--- config.mk ---
export PLATFORM = sky130hd
export DESIGN_NAME = mux_scan_nway
export DESIGN_NICKNAME = d
export VERILOG_FILES = /design/src/rtl/mux_scan_nway.sv
export SDC_FILE = /design/constraint.sdc
export NUM_CORES = 1
export LEC_CHECK = 0
export ABC_AREA = 1
export CORE_ASPECT_RATIO = 1.25
export CORE_MARGIN = 2
export CORE_UTILIZATION = 30
export CTS_BUF_LIST = sky130_fd_sc_hd__clkbuf_16
export CTS_CLUSTER_DIAMETER = 40
export DETAILED_ROUTE_END_ITERATION = 7
export DONT_BUFFER_PORTS = 1
export GPL_TIMING_DRIVEN = 1
export PLACE_DENSITY = 0.54
export RECOVER_POWER = 100
export SYNTH_ARGS = -nofsm -noshare
export SYNTH_HDL_FRONTEND = slang
export SYNTH_SLANG_ARGS = --single-unit
export TNS_END_PERCENT = 50
--- constraint.sdc ---
create_clock -name clock -period 3.18 [get_ports clock]
set_clock_uncertainty 0.1 [all_clocks]
set_input_delay 0.477 -clock clock [delete_from_list [all_inputs] [get_ports clock]]
set_output_delay 0.477 -clock clock [all_outputs]
set_load 0.1 [all_outputs]
--- src/rtl/mux_scan_nway.sv ---
// N-way registered word selector with manual select, round-robin auto-scan
// and sample-and-hold freeze. All outputs are registered; no input-to-output paths.
module mux_scan_nway #(
  parameter  int WIDTH    = 4,
  parameter  int CHANNELS = 4,
  parameter  int DWELL    = 8,
  localparam int SEL_W    = $clog2(CHANNELS)
) (
  input  logic                      clock,
  input  logic                      reset,
  input  logic [CHANNELS*WIDTH-1:0] data_in,
  input  logic                      mode,
  input  logic [SEL_W-1:0]          sel,
  input  logic                      hold,
  output logic [WIDTH-1:0]          data_out,
  output logic [SEL_W-1:0]          chan_out,
  output logic                      chan_change,
  output logic                      sel_err
);

  localparam int CNT_W = (DWELL > 1) ? $clog2(DWELL) : 1;
  localparam logic [CNT_W-1:0] CNT_MAX  = CNT_W'(DWELL - 1);
  localparam logic [SEL_W-1:0] CHAN_MAX = SEL_W'(CHANNELS - 1);

  typedef enum logic [1:0] {
    ST_MANUAL,
    ST_SCAN,
    ST_HOLD
  } state_t;

  state_t              state_reg, state_next;
  logic [CNT_W-1:0]    cnt_reg, cnt_next, cnt_cur;
  logic [SEL_W-1:0]    chan_reg, chan_next;
  logic [WIDTH-1:0]    data_reg, data_next, word_sel;
  logic                chg_reg;
  logic                err_reg, err_next;
  logic                sel_ok;
  logic [WIDTH-1:0]    words [CHANNELS];

  generate
    for (genvar gi = 0; gi < CHANNELS; gi++) begin : g_words
      assign words[gi] = data_in[gi*WIDTH +: WIDTH];
    end
  endgenerate

  // Only reachable false when CHANNELS is not a power of two.
  assign sel_ok = (int'(sel) < CHANNELS);

  always_comb begin
    state_next = hold ? ST_HOLD : (mode ? ST_SCAN : ST_MANUAL);
    // A scan entered straight from manual always starts a fresh dwell.
    cnt_cur    = (state_reg == ST_MANUAL) ? '0 : cnt_reg;
    cnt_next   = cnt_reg;
    chan_next  = chan_reg;
    err_next   = 1'b0;

    case (state_next)
      ST_HOLD: begin
        cnt_next  = cnt_reg;
        chan_next = chan_reg;
      end
      ST_SCAN: begin
        if (cnt_cur == CNT_MAX) begin
          cnt_next  = '0;
          chan_next = (chan_reg == CHAN_MAX) ? '0 : chan_reg + 1'b1;
        end else begin
          cnt_next = cnt_cur + 1'b1;
        end
      end
      default: begin
        cnt_next = '0;
        if (sel_ok) begin
          chan_next = sel;
        end else begin
          err_next = 1'b1;
        end
      end
    endcase

    word_sel = '0;
    for (int k = 0; k < CHANNELS; k++) begin
      if (chan_next == SEL_W'(k)) begin
        word_sel = words[k];
      end
    end

    if (state_next == ST_HOLD) begin
      data_next = data_reg;
    end else if (state_next == ST_MANUAL && !sel_ok) begin
      data_next = '0;
    end else begin
      data_next = word_sel;
    end
  end

  always_ff @(posedge clock) begin
    if (reset) begin
      state_reg <= ST_MANUAL;
      cnt_reg   <= '0;
      chan_reg  <= '0;
      data_reg  <= '0;
      chg_reg   <= 1'b0;
      err_reg   <= 1'b0;
    end else begin
      state_reg <= state_next;
      cnt_reg   <= cnt_next;
      chan_reg  <= chan_next;
      data_reg  <= data_next;
      chg_reg   <= (chan_next != chan_reg);
      err_reg   <= err_next;
    end
  end

  assign data_out    = data_reg;
  assign chan_out    = chan_reg;
  assign chan_change = chg_reg;
  assign sel_err     = err_reg;

endmodule

==> flow_summary.yaml, run 1 <==
outcome:
  status: "completed"
critical_path:
  critPathLaunch: "chan_out[0]"
  required_ns: 2.60
  critPathKind: "register to output pin"
  cp_top_family: "buffers and inverters"
  cpPeakStageDelay_ns: 0.90
  cp_max_fo: 8
  worst_path_max_delay_cell: "clkbuf_1"
  cp_cell_sequence: "clkbuf_1"
  cp.arrival_ns: 1.62
  cp-end-kind: "output pin"
  crit_buf_inv: 1
  reg2reg_from: "state_reg[1]"
  worst_setup_path_start_kind: "register"
hold_path:
  hp-start: "reset"
  hold_path_class: "input port to register"
place:
  io_buffers: 0
  place_inst: 149
  gp_congestion: 0.822
  place_hpwl_mm: 1.36
  dp_slack_ns: 1.24
clock_tree:
  cts_hold_buffers: 0
  clkTransAtPathRegs_ns: 0.04
  clkLatencyLatePin_ns: 0.24
  post_cts_buffers: 0
  cts_tree: "built"
  post_cts_resized: 0
  cts_buffer_depth: 2
  htreeDepth: 1
  cts_sinks: 12
  cts_buffers: 3
  clock-root-buffer: "clkbuf_16"
global_routing:
  antenna_found_initial: 0
  grt_max_degree: 13
  grt_pass1_wl_mm: 3.00
  grt_pass1_vias: 702
  grt_util_all_layers: 0.136
  grt_overflow: 0
final_layout:
  antennaDiodeCount: 0
  largest_reg_flops: 4
  finalNetCount: 146
  layout_common_cells: "nand2_1, nor2_1, inv_1, nand3_1, dfxtp_1"
  area_growth_syn_to_layout_pct: 11.6
  drive_gt1_frac: 0.0750
  mostFrequentLayoutCell: "nand2_1"
  fin_cells: 153
  fin_util: 0.352
synth:
  yosys_warnings: 0
  synth_area_per_cell_um2: 6.60
  synth_nets: 141
  ys_types: 22
  ys_ff_latch: 12
  post_synth_instance_area_um2: 766
  ys_seq_area_frac: 0.314
  syn_inst: 116
timing:
  fmax_mhz: 454
  fin_setup_tns_ns: 0
  fin_crit_ns: 2.20
  max-slew-margin-rel: 0.230
  finalSetupViolCount: 0
  finalCritPeriodShare: 0.692
  drv_slew: 0
  fin_ws_ns: 0.979
  hold_violations: 0
  tightest_slew_ns: 1.16
  grt_setup_unrepaired: "no"
flow_run:
  max-cap-violations: 0
route:
  firstDrtPassIters: 3
  wl_per_cell_um: 11.2
  wirelength_met1_um: 736
  dr_wl_met3_um: 111
  wl_met2_um: 818
  viasPerCell: 4.59
  highest_layer: "met4"
  route.final.wire_length_mm: 1.71
  drc: 0
  drtIter0Drc: 15
  num_vias: 703
  antenna_left: 0
floorplan:
  core_um2: 2430
  pin_count: 30
  die_area_um2: 2980
  die-width_um: 49.2
  initial_core_util: 0.315
  die_h_um: 60.5
  rows: 20
power_and_ir_drop:
  ir_drop_mv: 0.224
  leakage_nw: 0.409
  power.density_nw_per_um2: 587
==> layout make-up <==
cell class              instances  area [um^2]
fillers                       277         1570
multi-input cells              87          430
flip-flops and latches         12          240
clock buffers                   3         75.1
inverters                      15         56.3
well taps                      33         41.3
repair buffers                  2         7.51
clock inverters                 1         3.75
==> metrics by stage <==
stage	hold WS, ns	power, mW	cell area [um^2]
finish	0.200	0.501	855
global route	0.194	0.524	855
CTS	0.196	0.512	882
detailed placement	0.371	0.277	803
global placement	0.372	0.276	803
floorplan	0.347	0.268	766
==> path summary, 6_finish.rpt <==
kind | endpoint | slack, ns | depth (start not counted)
worst max-delay path | chan_out[0] | 0.98 | 1
worst min-delay path | chan_out[1] | 0.20 | 1
worst max register to register | data_out[0] | 1.00 | 13
worst min register to register | cnt_reg[2] | 0.38 | 2
==> report_power, final <==
group | total [mW] | switching, mW | internal (mW)
clock network | 0.231 | 0.0658 | 0.166
registers | 0.208 | 0.0478 | 0.160
logic | 0.0620 | 0.0440 | 0.0180
total | 0.501 | 0.158 | 0.344
==> cell usage after synthesis <==
| cell | instances | area share |
|---|---|---|
| conb_1 | 1 | 0.0049 |
| nand2_1 | 29 | 0.14 |
| xor2_1 | 2 | 0.023 |
| buf_4 | 1 | 0.0098 |
| nand2_4 | 1 | 0.015 |
| clkinv_1 | 2 | 0.0098 |
| nand2_2 | 3 | 0.025 |
| dfxtp_1 | 12 | 0.31 |
| o32ai_1 | 1 | 0.011 |
| ha_1 | 3 | 0.049 |
| nand3_1 | 13 | 0.085 |
| inv_2 | 2 | 0.0098 |
| o21ai_0 | 4 | 0.026 |
| nand3b_1 | 4 | 0.039 |
| buf_6 | 1 | 0.015 |
| nor2_4 | 1 | 0.015 |
| nor2_2 | 3 | 0.025 |
| nor2_1 | 17 | 0.083 |
| o21ai_1 | 3 | 0.020 |
| a21boi_2 | 1 | 0.015 |
| inv_1 | 11 | 0.054 |
| a21oi_2 | 1 | 0.011 |
==> cell families (layout without fill, tap and decap cells) <==
family                     Yosys count  after routing  synth area share
and+or+nand+nor                     71             71             0.428
buffers and inverters               17             21            0.0980
DFF                                 12             12             0.314
AOI/OAI and AO/OA                   10             10            0.0833
adders and majority gates            3              3            0.0490
xor gates and xnor gates             2              2            0.0229
other                                1              1           0.00490
==> metal layers <==
metal  track usage  vias up
li1              -      371
met5             0        -
met2         0.228       24
met4        0.0898        0
met3        0.0394        4
met1         0.153      304
Power figures use the tool's default switching activity.
==> run 2, diff against run 1 <==
--- a/config.mk
+++ b/config.mk
@@ -14,7 +14,7 @@
 export DETAILED_ROUTE_END_ITERATION = 7
 export DONT_BUFFER_PORTS = 1
 export GPL_TIMING_DRIVEN = 1
-export PLACE_DENSITY = 0.54
+export PLACE_DENSITY = 0.55
 export RECOVER_POWER = 100
 export SYNTH_ARGS = -nofsm -noshare
 export SYNTH_HDL_FRONTEND = slang
==> constraint.sdc (replaced) <==
create_clock -name clock -period 1.9 [get_ports clock]
set_clock_uncertainty 0.1 [all_clocks]
set_input_delay 0.285 -clock clock [delete_from_list [all_inputs] [get_ports clock]]
set_output_delay 0.285 -clock clock [all_outputs]
set_load 0.1 [all_outputs]
==> run 2 against run 1 <==
Effect of this change:
- worst setup slack worse by 0.90 ns
- clock-buffer cell count stayed put
- sequential share of layout area is 4.1 points lower
- cell count up 4.6%
- worst hold slack got worse by 0.19 ns
- utilization rose by 6.9 points
- first-iteration DRC count down 33%
- critical path depth rose by 12
- design area up 19%
- largest cell class unchanged
==> flow_summary.yaml, run 2 (same netlist as run 1, synthesis figures left out) <==
outcome:
  status: "completed"
clock_tree:
  cts_buffers: 3
  cts_buffer_depth: 2
  cts_sinks: 12
  clock-root-buffer: "clkbuf_16"
  cts_hold_buffers: 0
  clkTransAtPathRegs_ns: 0.04
  clkLatencyLatePin_ns: 0.24
  htreeDepth: 1
  cts_tree: "built"
critical_path:
  regToRegSetupSlack_ns: 0.08
  cp.arrival_ns: 1.91
  required_ns: 1.99
  worst_path_max_delay_cell: "dfxtp_2"
  cp_max_fo: 8
  worst_setup_path_start_kind: "register"
  cpPeakStageDelay_ns: 0.32
  crit_buf_inv: 1
  reg2reg_from: "state_reg[0]"
  path_common_cell: "nand2_1"
  reg2reg_depth: 13
  cp_cell_sequence: "nor2_4 -> nor2_2 -> ha_2 -> ha_4 -> inv_4 -> nand2_2 -> nand2_1 -> nor2_2 -> nor2_4 -> nand3_1 -> nand3_1 -> nand2_1 -> nand2_1"
  critPathLaunch: "state_reg[0]"
  reg2reg_to: "data_out[1]"
  cp_top_family: "simple AND/OR/NAND/NOR gates"
  critPathKind: "register to register"
  cp-end-kind: "register"
final_layout:
  largest_reg_flops: 4
  layout_common_cells: "nand2_1, nor2_1, inv_1, dfxtp_1, buf_4"
  antennaDiodeCount: 0
  regArea_um2: 245
  mostFrequentLayoutCell: "nand2_1"
  drive_gt1_frac: 0.331
  finalNetCount: 153
  stdcell_area_um2: 1020
  nFillCells: 281
  area_growth_syn_to_layout_pct: 33.3
  multiInputGateArea_um2: 537
route:
  drtIter0Drc: 10
  firstDrtPassIters: 4
  route.final.wire_length_mm: 1.97
  antenna_left: 0
  drc: 0
  num_vias: 753
  viasPerCell: 4.71
  wl_per_cell_um: 12.3
timing:
  hold_violations: 0
  fin_setup_tns_ns: 0
  finalCritPeriodShare: 0.958
  grt_setup_unrepaired: "yes"
  fin_crit_ns: 1.82
  finalSetupViolCount: 0
  drv_slew: 0
  fmax_mhz: 549
floorplan:
  pin_count: 30
  die_h_um: 60.5
  die_area_um2: 2980
  rows: 20
  die-width_um: 49.2
  core_um2: 2430
  initial_core_util: 0.315
hold_path:
  hp-start: "reset"
  hold_path_end: "chan_out[0]"
  holdPathStages: 1
  hold_path_class: "input port to register"
power_and_ir_drop:
  p_switching_mw: 0.279
  leakage_nw: 0.476
  total_power_mw: 0.879
  sequentialPowerShare: 0.317
  p_clk_frac: 0.440
  ir_drop_mv: 0.475
  netSwitchingFraction: 0.317
  power.share.combinational: 0.243
  power.internal_mw: 0.600
  power.density_nw_per_um2: 861
global_routing:
  grtUsageMet3: 0.0320
  antenna_found_initial: 0
  grt_util_all_layers: 0.133
  busiest_layer: "met2"
  grt_max_degree: 13
  grtUsageMet2: 0.236
  grt_pass1_vias: 751
  gr-usage-met1: 0.148
  grt_overflow: 0
  grt_pass1_wl_mm: 3.00
place:
  place_hpwl_mm: 1.35
  io_buffers: 0
  gp_congestion: 0.761
  place_area_um2: 843
flow_run:
  max-cap-violations: 0
[run 2: cell count changes in the layout (fill, tap and decap cells not counted), sizes merged]
cell and change:
buf +8, clkbuf -2, nand2 +1
[run 2: cell type report]
cell class,count,area share
Multi-Input combinational cell,88,0.526
Tap cell,33,0.0404
Inverter,15,0.0576
Clock inverter,1,0.00368
Sequential cell,12,0.240
Timing Repair Buffer,8,0.0588
Clock buffer,3,0.0735
[run 2: worst max path at each step]
stage	slack [ns]	to	depth (start not counted)
6_report	0.08	data_out[1]	13
5_1_grt	-0.04	data_out[0]	13
4_1_cts	0.007	data_out[3]	12
3_5_place_dp	-0.07	data_out[3]	12
3_3_place_gp	0.001	data_out[3]	12
2_1_floorplan	0.05	data_out[3]	9
[run 2: repair_timing]
action / in CTS / in global routing
buffers inserted: 0 / 1
pin swaps: 0 / 7
setup endpoints to repair: 5 / 5
gates cloned: 0 / 1
resized for setup: 3 / 20
[run 2: metrics by stage]
stage / util / hold slack [ns] / cells / worst slack [ns]
finish: 0.421 / 0.00565 / 160 / 0.0790
global route: 0.421 / 0.00229 / 160 / -0.0383
CTS: 0.383 / 0.00307 / 158 / 0.00675
detailed placement: 0.347 / 0.254 / 154 / -0.0671
global placement: 0.347 / 0.252 / 154 / 0.00138
floorplan: - / 0.250 / 116 / 0.0466
[run 2: layer usage]
layer | wire length [um] | vias to the layer above | part of all wire
met5 | 0 | - | 0
met4 | 44 | 0 | 0.022
met3 | 89 | 4 | 0.045
met2 | 1060 | 24 | 0.54
met1 | 775 | 338 | 0.39
li1 | - | 387 | -
[run 2: power by group through the flow]
stage | Combinational, mW | Clock (mW) | Sequential [mW]
after detailed placement | 0.196 | 0 | 0.282
final | 0.213 | 0.387 | 0.279
after floorplan | 0.0838 | 0 | 0.364
after global placement | 0.193 | 0 | 0.282
after global routing | 0.228 | 0.406 | 0.281
after CTS | 0.198 | 0.395 | 0.278
[run 2: worst reg2reg max path, stage by stage, from the launching register on]
cell	delay, ns
dfxtp_2	0.32
nor2_4	0.13
nor2_2	0.06
ha_2	0.19
ha_4	0.18
inv_4	0.06
nand2_2	0.06
nand2_1	0.08
nor2_2	0.05
nor2_4	0.24
nand3_1	0.11
nand3_1	0.10
nand2_1	0.05
nand2_1	0.05
